## config.mk

```make
export PLATFORM = sky130hd
export DESIGN_NAME = mix_col_byte3
export DESIGN_NICKNAME = d
export VERILOG_FILES = /design/src/rtl/mix_col_pkg.sv /design/src/rtl/gf_xtime.sv /design/src/rtl/mix_col_byte3.sv
export SDC_FILE = /design/constraint.sdc
export NUM_CORES = 1
export LEC_CHECK = 0
export CAP_MARGIN = 20
export CORE_UTILIZATION = 34
export DETAILED_ROUTE_END_ITERATION = 12
export MAX_ROUTING_LAYER = met4
export PLACE_DENSITY = 0.83
export SYNTH_ARGS = -nofsm -noshare
export SYNTH_HDL_FRONTEND = slang
export SYNTH_SLANG_ARGS = --single-unit
export TNS_END_PERCENT = 50
```

## constraint.sdc

```tcl
create_clock -name clk -period 1.9 [get_ports clk]
set_clock_uncertainty 0.2 [all_clocks]
set_input_delay 0.38 -clock clk [delete_from_list [all_inputs] [get_ports clk]]
set_output_delay 0.38 -clock clk [all_outputs]
set_load 0.01 [all_outputs]
```

## src/rtl/mix_col_pkg.sv

```systemverilog
// GF(2^8) helpers and types shared by the MixColumns row slices.
// MIX_COL_INV_EN additionally exposes the InvMixColumns coefficient multipliers.
package mix_col_pkg;

  typedef logic [7:0]  byte_t;
  typedef logic [31:0] col_t;

  // Low byte of the AES reduction polynomial x^8+x^4+x^3+x+1.
  localparam byte_t AES_POLY_LOW = 8'h1B;

  function automatic byte_t xtime(input byte_t b);
    return {b[6:0], 1'b0} ^ (b[7] ? AES_POLY_LOW : 8'h00);
  endfunction

  function automatic byte_t mul2(input byte_t b);
    return xtime(b);
  endfunction

  function automatic byte_t mul3(input byte_t b);
    return xtime(b) ^ b;
  endfunction

`ifdef MIX_COL_INV_EN
  function automatic byte_t mul9(input byte_t b);
    return xtime(xtime(xtime(b))) ^ b;
  endfunction

  function automatic byte_t mulB(input byte_t b);
    return xtime(xtime(xtime(b))) ^ xtime(b) ^ b;
  endfunction

  function automatic byte_t mulD(input byte_t b);
    return xtime(xtime(xtime(b))) ^ xtime(xtime(b)) ^ b;
  endfunction

  function automatic byte_t mulE(input byte_t b);
    return xtime(xtime(xtime(b))) ^ xtime(xtime(b)) ^ xtime(b);
  endfunction
`endif

endpackage

```

## src/rtl/gf_xtime.sv

```systemverilog
// Multiply one byte by {02} in GF(2^8); shared by all MixColumns row slices.
module gf_xtime
  import mix_col_pkg::*;
(
  input  logic [7:0] in_i,
  output logic [7:0] out_o
);

  assign out_o = xtime(in_i);

endmodule

```

## src/rtl/mix_col_byte3.sv

```systemverilog
// MixColumns output row 3 for one state column, with optional output register.
// Defining MIX_COL_INV_EN adds the inv port selecting the InvMixColumns row.
module mix_col_byte3
  import mix_col_pkg::*;
#(
  parameter bit REG_OUT = 1'b1
) (
  input  logic        clk,
  input  logic        rst,
  input  logic        in_valid,
`ifdef MIX_COL_INV_EN
  input  logic        inv,
`endif
  input  logic [31:0] col_in,
  output logic        out_valid,
  output logic [7:0]  byte_out
);

  byte_t a [4];
  byte_t fwd_byte;
  byte_t row_byte;

  assign a[0] = col_in[31:24];
  assign a[1] = col_in[23:16];
  assign a[2] = col_in[15:8];
  assign a[3] = col_in[7:0];

`ifdef MIX_COL_INV_EN
  byte_t x1 [4];
  byte_t x2 [4];
  byte_t x3 [4];
  byte_t inv_byte;

  // Each column byte gets a three-stage xtime chain: b*{02}, b*{04}, b*{08}.
  for (genvar gi = 0; gi < 4; gi++) begin : g_chain
    gf_xtime u_x1 (.in_i(a[gi]),  .out_o(x1[gi]));
    gf_xtime u_x2 (.in_i(x1[gi]), .out_o(x2[gi]));
    gf_xtime u_x3 (.in_i(x2[gi]), .out_o(x3[gi]));
  end

  assign fwd_byte = (x1[0] ^ a[0]) ^ a[1] ^ a[2] ^ x1[3];

  // {0B}a0 ^ {0D}a1 ^ {09}a2 ^ {0E}a3 expressed as sums of the chained powers.
  assign inv_byte = (x3[0] ^ x1[0] ^ a[0])
                  ^ (x3[1] ^ x2[1] ^ a[1])
                  ^ (x3[2] ^ a[2])
                  ^ (x3[3] ^ x2[3] ^ x1[3]);

  assign row_byte = inv ? inv_byte : fwd_byte;
`else
  byte_t x1_a0;
  byte_t x1_a3;

  gf_xtime u_x1_a0 (.in_i(a[0]), .out_o(x1_a0));
  gf_xtime u_x1_a3 (.in_i(a[3]), .out_o(x1_a3));

  assign fwd_byte = (x1_a0 ^ a[0]) ^ a[1] ^ a[2] ^ x1_a3;
  assign row_byte = fwd_byte;
`endif

  if (REG_OUT) begin : g_reg
    logic  valid_q, valid_d;
    byte_t byte_q,  byte_d;

    // Result register only loads on a valid column; otherwise it holds.
    always_comb begin
      valid_d = in_valid;
      byte_d  = byte_q;
      if (in_valid) begin
        byte_d = row_byte;
      end
    end

    always_ff @(posedge clk) begin
      if (rst) begin
        valid_q <= 1'b0;
        byte_q  <= 8'h00;
      end else begin
        valid_q <= valid_d;
        byte_q  <= byte_d;
      end
    end

    assign out_valid = valid_q;
    assign byte_out  = byte_q;
  end else begin : g_comb
    assign out_valid = in_valid;
    assign byte_out  = row_byte;
  end

endmodule

```

# Word level (Yosys, flattened, before mapping)
# Cells that the tools add are included.
# classes
mux	2
bitwise_logic	6
# ops
op	count
$xor A8 B8 Y8	6
$mux W5	2
# totals
reg_bits	9
inputBits	35
output_inout_bits	9

# Logic depth before layout (Yosys ltp)
# Gate-level depths: netlist (run 1).
# logic_depth
depth_word	6
depth_mapped	5

# Cells and area by module
# A second synthesis (run 1) with hierarchy kept.
# unflattened
cells_unflattened	77
area_unflattened_um2	832.0
# by_module_without_submodules
module	n_inst	cells_per_inst	area_per_inst_um2
mix_col_byte3	1	61	704.4
gf_xtime	2	8	63.8

# Least setup slack after synthesis (run 1)
# No wires, ideal clock.
# synth_timing
kind	input -> register
from	input col_in[31]
to	register g_reg.byte_q[1], in the netlist byte_out[1]
arrival_time_ns	1.222
required_time_ns	1.570
setup_slack_ns	0.349
path_stages	3
n_path_buf	0
path_cell_list	xor3_2 xnor3_1 o22ai_1
# synth_via
elab_chain_cells	6
# synth_lines
element	line_no	rtl
start, declared	mix_col_byte3.sv:14	input logic [31:0] col_in,
$mux W5	mix_col_pkg.sv:12	return {b[6:0], 1'b0} ^ (b[7] ? AES_POLY_LOW : 8'h00);
$xor A8 B8 Y8	mix_col_pkg.sv:12	
$xor A8 B8 Y8 (4 in series)	mix_col_byte3.sv:57	assign fwd_byte = (x1_a0 ^ a[0]) ^ a[1] ^ a[2] ^ x1_a3;
end signal, assigned	mix_col_byte3.sv:80	byte_q <= byte_d;
end, declared	mix_col_byte3.sv:63	byte_t byte_q, byte_d;
# Every way passes these cells.
# A chain may end at the register's enable or synchronous reset.

# Final worst setup path (run 1)
# layout_timing
from	input col_in[31]
to	register g_reg.byte_q[4], in the netlist byte_out[4]
# Same word-level chain as after synthesis.

==> impl_metrics.json, run 1 <==
{
  "seqPwrFrac_pct": 32.6,
  "startpoint_type": "primary input",
  "worstMarginPinSlew_ns": 0.260,
  "initial_core_util_pct": 36.9,
  "path_max_fanout": 3,
  "cts.sinks": 9,
  "grt_pass1_wl_um": 2150,
  "post_cts_buffers": 0,
  "cpPeakStageDelay_ns": 0.50,
  "dr.pass1.iters": 2,
  "max_freq_ghz": 0.537,
  "tns_ns": 0,
  "vias_per_cell": 4.41,
  "min_period_ns": 1.86,
  "clkPwrFrac_pct": 20.4,
  "finalMaxSlewViolations": 0,
  "antenna_cells": 0,
  "clkLatencyLatePin_ns": 0.25,
  "share_comb_of_total_power_pct": 47.0,
  "synth_cell_types": 12,
  "internal_power_uw": 524,
  "area_delta_synth_final_pct": 80.8,
  "cts_tree": "done",
  "drv_cap": 0,
  "synth_seq_cells": 9,
  "cp.required_ns": 1.88,
  "netlist_area_um2": 651,
  "dieArea_um2": 2090,
  "hp-start": "byte_out[1]",
  "criticalPathCategory": "primary input to flip-flop",
  "swShare_pct": 24.3,
  "final_common_cell": "clkdlybuf4s50_1",
  "h-tree-depth": 1,
  "syn-instance-count": 54,
  "report.power.total_uw": 693,
  "drive_gt1_share_pct": 10.6,
  "p_sw_uw": 168,
  "finish.instance_area_um2": 1180,
  "dr_total_vias": 569,
  "grt_max_degree": 9,
  "ir_drop_mv": 0.410,
  "hold_violations": 0,
  "worstReg2RegStart": "byte_out[0]",
  "endpoint_kind": "flip-flop",
  "ys_warn_count": 0,
  "cts-root-buf": "clkbuf_4",
  "cts_buffer_depth": 2,
  "gr-usage-all-layers_pct": 14.5,
  "ys_seq_area_share_pct": 27.7,
  "status": "complete, no violations",
  "p_leak_nw": 0.497,
  "path_buf_inv": 1,
  "die_w_um": 45.7,
  "rows": 15,
  "drcViolationCount": 0,
  "routed_wl_um": 1470,
  "critical_path_arrival_ns": 1.84,
  "grt_antenna_before_repair": 0,
  "grt_overflow_total": 0,
  "power.density_nw_per_um2": 589,
  "synth.net_count": 89,
  "placedInstanceArea_um2": 1140,
  "layout_common_cells": "43 x clkdlybuf4s50_1, 15 x xnor2_1, 9 x dfxtp_1",
  "final_util_pct": 66.7,
  "dieHeight_um": 45.7,
  "avgSynthCellArea_um2": 12.0,
  "nets": 140,
  "coreArea_um2": 1760,
  "slowest_stage": "clkdlybuf4s50_1",
  "slew-limit-headroom_pct": 82.5,
  "critPathTopFamily": "XOR/XNOR gates",
  "grt_pass1_vias": 543,
  "place.port_buffers": 43,
  "setup.worst_path.start": "col_in[31]",
  "grt_setup_unrepaired": "false",
  "globalplace.congestion": 0.682,
  "fin_crit_sh_pct": 98.0,
  "dpl.hpwl_um": 1220,
  "clk_pin_slew_ns": 0.06,
  "cts_made_buffers": 3,
  "io-pin-count": 44,
  "drtAntennaViolNets": 0,
  "drt-initial-drc-count": 2,
  "hp-class": "flip-flop to flip-flop",
  "wl_per_cell_um": 11.4,
  "final-setup-viol-count": 0,
  "critical_path.cell_chain": "clkdlybuf4s50_1 -> xor3_1 -> xnor3_1 -> o22ai_1"
}
## Yosys cell counts
cell / instances / area, µm²
xnor2_1: 16 / 140
dfxtp_1: 9 / 180
nand2b_1: 8 / 50.1
o22ai_1: 7 / 43.8
xnor3_1: 6 / 135
clkbuf_1: 2 / 7.51
a21o_1: 1 / 7.51
inv_1: 1 / 3.75
nor3b_1: 1 / 7.51
xnor3_4: 1 / 26.3
xor3_1: 1 / 23.8
xor3_2: 1 / 25.0
## through the flow
| stage | hold WS (ns) | cells | worst slack, ns |
|---|---|---|---|
| 6_report | 0.287 | 129 | 0.0373 |
| 5_1_grt | 0.320 | 129 | 0.00237 |
| 4_1_cts | 0.290 | 129 | 0.0376 |
| 3_5_place_dp | 0.279 | 125 | -0.229 |
| 3_3_place_gp | 0.268 | 125 | -0.182 |
| 2_1_floorplan | 0.303 | 54 | 0.349 |
## layer usage
layer	vias to the layer above	routed length [µm]	global-route usage, %
li1	285	-	-
met1	254	596	16.7
met2	28	689	23.1
met3	2	180	5.56
met4	0	8	4.71
met5	-	0	-
## cell type report
cell class	instances	area, µm²
Tap cell	25	31.3
Inverter	1	3.75
Clock buffer	4	26.3
Timing Repair Buffer	48	468
Sequential cell	9	180
Fill cell	153	588
Multi-Input combinational cell	42	467
## registers in the layout, summed over array words and instances, names as in the netlist
name       cells
byte_out       8
out_valid      1
## worst reg2reg max path, cell delays in order (launching register included)
cell and delay (ns):
dfxtp_1 0.31, nor3b_1 0.13, a21o_1 0.14
## final timing paths
check,end,slack [ns],cells after the start
worst max-delay path,byte_out[4],0.04,4
worst min-delay path,byte_out[1],0.29,2
worst max register to register,byte_out[0],1.02,2
worst min register to register,byte_out[1],0.29,2
## logic make-up (layout without fill, tap and decap cells)
group / Yosys count / in the layout / share of synthesized area, %
xor gates and xnor gates: 25 / 25 / 53.8
DFF: 9 / 9 / 27.7
and+or+nand+nor: 9 / 9 / 8.85
AOI/OAI and AO/OA: 8 / 8 / 7.88
buffers and inverters: 3 / 53 / 1.73
## repair_timing
action	CTS	global route
hold buffers	0	0
setup endpoints to repair	0	2
gates resized for setup	0	1
## power by group through the flow
stage	clock (mW)	combinational [mW]	sequential (mW)
CTS	0.145	0.323	0.226
detailed placement	0	0.320	0.230
floorplan	0	0.156	0.240
finish	0.141	0.326	0.226
global route	0.158	0.344	0.229
global placement	0	0.316	0.229
(Power assumes the default switching activity.)
==> run 2, diff against run 1 <==
--- a/config.mk
+++ b/config.mk
@@ -6,10 +6,11 @@
 export NUM_CORES = 1
 export LEC_CHECK = 0
 export CAP_MARGIN = 20
-export CORE_UTILIZATION = 34
+export CORE_MARGIN = 10
+export CORE_UTILIZATION = 30
 export DETAILED_ROUTE_END_ITERATION = 12
 export MAX_ROUTING_LAYER = met4
-export PLACE_DENSITY = 0.83
+export PLACE_DENSITY = 0.76
 export SYNTH_ARGS = -nofsm -noshare
 export SYNTH_HDL_FRONTEND = slang
 export SYNTH_SLANG_ARGS = --single-unit
==> impl_metrics.json, run 2 (synthesis gave the netlist of run 1 again) <==
{
  "gr-usage-all-layers_pct": 9.04,
  "finalMaxSlewViolations": 0,
  "io-pin-count": 44,
  "slew-limit-headroom_pct": 85.6,
  "ir_drop_mv": 0.298,
  "final_util_pct": 58.1,
  "vias_per_cell": 4.29,
  "cp.required_ns": 1.88,
  "grt_antenna_before_repair": 0,
  "grt_setup_unrepaired": "false",
  "startpoint_type": "primary input",
  "coreArea_um2": 2000,
  "hold_violations": 0,
  "seqPwrFrac_pct": 33.1,
  "rows": 16,
  "criticalPathCategory": "primary input to flip-flop",
  "final_common_cell": "clkdlybuf4s50_1",
  "dr.pass1.iters": 2,
  "cts_buffer_depth": 2,
  "initial_core_util_pct": 32.5,
  "drcViolationCount": 0,
  "r2r_end": "byte_out[0]",
  "clk_pin_slew_ns": 0.06,
  "largest_register_ffs": 8,
  "cts.sinks": 9,
  "globalplace.congestion": 0.791,
  "report.power.total_uw": 682,
  "drive_gt1_share_pct": 8.74,
  "critical_path_arrival_ns": 1.84,
  "cts_made_buffers": 3,
  "wl_per_cell_um": 14.3,
  "multi_input_area_um2": 459,
  "placedInstanceArea_um2": 1140,
  "setup_ws_ns": 0.0390,
  "h-tree-depth": 1,
  "post_cts_buffers": 0,
  "cp-endpoint": "byte_out[3]",
  "worstReg2RegStart": "byte_out[0]",
  "grt_pass1_wl_um": 3000,
  "drtAntennaViolNets": 0,
  "p_leak_nw": 0.487,
  "fin_crit_sh_pct": 97.9,
  "dr_total_vias": 558,
  "die_w_um": 66.6,
  "cts-root-buf": "clkbuf_4",
  "layout_common_cells": "43 x clkdlybuf4s50_1, 16 x xnor2_1, 9 x dfxtp_1",
  "dp_slack_ns": -0.230,
  "max_freq_ghz": 0.537,
  "setup.worst_path.start": "col_in[7]",
  "num-fill-cells": 170,
  "endpoint_kind": "flip-flop",
  "status": "complete, no violations",
  "finish.instance_area_um2": 1160,
  "clkLatencyLatePin_ns": 0.25,
  "reg2reg_depth": 2,
  "share_comb_of_total_power_pct": 46.3,
  "grt_overflow_total": 0,
  "area_delta_synth_final_pct": 78.8,
  "swShare_pct": 24.2,
  "r2r_slack_ns": 1.02,
  "internal_power_uw": 517,
  "drt-initial-drc-count": 7,
  "min_period_ns": 1.86,
  "routed_wl_um": 1860,
  "place.port_buffers": 43,
  "hp-class": "flip-flop to flip-flop",
  "antenna_cells": 0,
  "grt_pass1_vias": 619,
  "seqCellArea_um2": 180,
  "cts_tree": "done",
  "dieHeight_um": 66.6,
  "worstMarginPinSlew_ns": 0.216,
  "p_sw_uw": 165,
  "dieArea_um2": 4430,
  "power.density_nw_per_um2": 586,
  "path_max_fanout": 2,
  "final-setup-viol-count": 0,
  "whs_path_depth": 2,
  "grt_max_degree": 9,
  "nets": 139,
  "dpl.hpwl_um": 1630,
  "drv_cap": 0,
  "clkPwrFrac_pct": 20.6
}
run 2: worst min-delay path by stage:
stage	start	endpoint	slack [ns]
after floorplan	byte_out[1]	byte_out[1]	0.30
after detailed placement	byte_out[6]	byte_out[6]	0.28
after CTS	byte_out[6]	byte_out[6]	0.29
final	byte_out[6]	byte_out[6]	0.28
after global placement	byte_out[6]	byte_out[6]	0.27
after global routing	byte_out[6]	byte_out[6]	0.31
run 2: metal layers:
| metal | wire [µm] | global-route usage (%) |
|---|---|---|
| met1 | 802 | 9.88 |
| met2 | 888 | 14.6 |
| met3 | 166 | 4.52 |
| met4 | 0 | 1.57 |
| met5 | 0 | - |
run 2: power groups by stage:
stage / Sequential, mW / Combinational, mW / Clock, mW
3_3_place_gp: 0.229 / 0.315 / 0
4_1_cts: 0.226 / 0.321 / 0.148
3_5_place_dp: 0.230 / 0.319 / 0
5_1_grt: 0.229 / 0.339 / 0.163
6_report: 0.225 / 0.316 / 0.140
2_1_floorplan: 0.240 / 0.156 / 0
run 2: cell type report:
class                           instances  share of cell area [%]
Clock buffer                            4                    2.26
Inverter                                1                   0.323
Multi-Input combinational cell         42                    39.5
Sequential cell                         9                    15.5
Tap cell                               27                    2.90
Timing Repair Buffer                   47                    39.6
run 2: worst max-delay path: stages:
cell             delay [ns]
clkdlybuf4s50_1        0.52
xor3_1                 0.44
xnor3_1                0.36
o22ai_1                0.13
run 2: metrics by stage:
stage	setup TNS, ns	hold slack (ns)	instances
3_3_place_gp	-0.746	0.268	126
3_5_place_dp	-0.954	0.278	126
4_1_cts	0	0.287	130
5_1_grt	0	0.309	130
2_1_floorplan	0	0.303	54
6_report	0	0.283	130
run 2: what timing repair did:
item,4_1_cts,5_1_grt
hold buffers,0,0
resized for setup,0,0
endpoints found under the setup margin,0,2
==> run 3, diff against run 2 <==
--- a/config.mk
+++ b/config.mk
@@ -5,9 +5,11 @@
 export SDC_FILE = /design/constraint.sdc
 export NUM_CORES = 1
 export LEC_CHECK = 0
+export ABC_CLOCK_PERIOD_IN_PS = 1900
 export CAP_MARGIN = 20
 export CORE_MARGIN = 10
 export CORE_UTILIZATION = 30
+export CTS_BUF_LIST = sky130_fd_sc_hd__clkbuf_4
 export DETAILED_ROUTE_END_ITERATION = 12
 export MAX_ROUTING_LAYER = met4
 export PLACE_DENSITY = 0.76
==> impl_metrics.json, run 3 (synthesis gave the netlist of run 1 again) <==
{
  "post_cts_resize_count": 0,
  "final_cells": 130,
  "rows": 16,
  "cts_made_buffers": 3,
  "layout_common_cells": "43 x clkdlybuf4s50_1, 16 x xnor2_1, 9 x dfxtp_1",
  "dieArea_um2": 4430,
  "critical_path_arrival_ns": 1.84,
  "drtAntennaViolNets": 0,
  "grt_antenna_before_repair": 0,
  "cpPeakStageDelay_ns": 0.52,
  "dr.pass1.iters": 2,
  "die_w_um": 66.6,
  "startpoint_type": "primary input",
  "report.power.total_uw": 696,
  "status": "complete, no violations",
  "nets": 139,
  "clkLatencyLatePin_ns": 0.25,
  "worstMarginPinSlew_ns": 0.216,
  "dpl.cell_count": 126,
  "dr_total_vias": 557,
  "grt_pass1_wl_um": 2970,
  "endpoint_kind": "flip-flop",
  "antenna_cells": 0,
  "largest_register_ffs": 8,
  "globalplace.congestion": 0.791,
  "initial_core_util_pct": 32.5,
  "path_buf_inv": 1,
  "post_cts_buffers": 0,
  "finalMaxSlewViolations": 0,
  "wl_per_cell_um": 14.2,
  "dieHeight_um": 66.6,
  "drv_cap": 0,
  "slew-limit-headroom_pct": 85.6,
  "critical_path.cell_chain": "clkdlybuf4s50_1 -> xor3_1 -> xnor3_1 -> o22ai_1",
  "hp-class": "flip-flop to flip-flop",
  "slowest_stage": "clkdlybuf4s50_1",
  "dpl.hpwl_um": 1630,
  "path_max_fanout": 2,
  "gr-usage-all-layers_pct": 8.93,
  "coreArea_um2": 2000,
  "p_leak_nw": 0.490,
  "setup_ws_ns": 0.0390,
  "fin_crit_sh_pct": 97.9,
  "grt_setup_unrepaired": "false",
  "drcViolationCount": 0,
  "cts_hold_buf": 0,
  "cts_tree": "done",
  "place.port_buffers": 43,
  "routed_wl_um": 1850,
  "criticalPathCategory": "primary input to flip-flop",
  "cts-root-buf": "clkbuf_4",
  "ir_drop_mv": 0.341,
  "area_delta_synth_final_pct": 79.4,
  "dp_slack_ns": -0.230,
  "power.density_nw_per_um2": 596,
  "final-setup-viol-count": 0,
  "grt_max_degree": 9,
  "final_common_cell": "clkdlybuf4s50_1",
  "clk_pin_slew_ns": 0.06,
  "drt-initial-drc-count": 6,
  "drive_gt1_share_pct": 9.71,
  "grt_pass1_vias": 614,
  "whs_ns": 0.283,
  "grt_overflow_total": 0,
  "cts_buffer_depth": 2,
  "h-tree-depth": 1,
  "io-pin-count": 44,
  "critPathTopFamily": "XOR/XNOR gates",
  "hold_violations": 0,
  "min_period_ns": 1.86,
  "vias_per_cell": 4.28,
  "cts.sinks": 9,
  "max_freq_ghz": 0.537,
  "cp.required_ns": 1.88
}
[run 3: cell types whose count changed in the layout (fill, tap and decap cells not counted)]
cell      change
clkbuf_4      +1
clkbuf_1      -1
[run 3: path summary, 6_finish.rpt]
kind | start | to | slack (ns) | depth (start not counted)
worst max-delay path | col_in[7] | byte_out[3] | 0.04 | 4
worst max register to register | byte_out[0] | byte_out[0] | 1.02 | 2
worst min register to register | byte_out[6] | byte_out[6] | 0.28 | 2
worst min-delay path | byte_out[6] | byte_out[6] | 0.28 | 2
[run 3: where the power goes]
part	leakage [nW]	internal, mW	total [mW]	switching, mW
Clock	0.0184	0.0947	0.154	0.0594
Combinational	0.397	0.223	0.316	0.0927
Sequential	0.0744	0.213	0.226	0.0121
[run 3: per-layer routing]
metal  part of all wire (%)  track usage, %
met5                      0               -
met1                     43            9.59
met3                    9.0            4.52
met2                     48            14.6
met4                      0            1.57
[run 3: layout make-up]
class	count	area [µm²]
fill	169	835
tap	27	33.8
sequential	9	180
timing repair buffer	47	460
clock buffer	4	30.0
multi-input combinational	42	459
inverter	1	3.75
[run 3: stage by stage]
step | TNS (ns) | instance area, µm² | util [%]
floorplan | 0 | 651 | -
global placement | -0.746 | 1140 | 56.8
detailed placement | -0.954 | 1140 | 56.8
CTS | 0 | 1170 | 58.3
global route | 0 | 1170 | 58.3
finish | 0 | 1170 | 58.3
[run 3: worst reg2reg max path, cell delays in order, from the launching register on]
cell     delay (ns)
dfxtp_1        0.31
nor3b_1        0.13
a21o_1         0.14
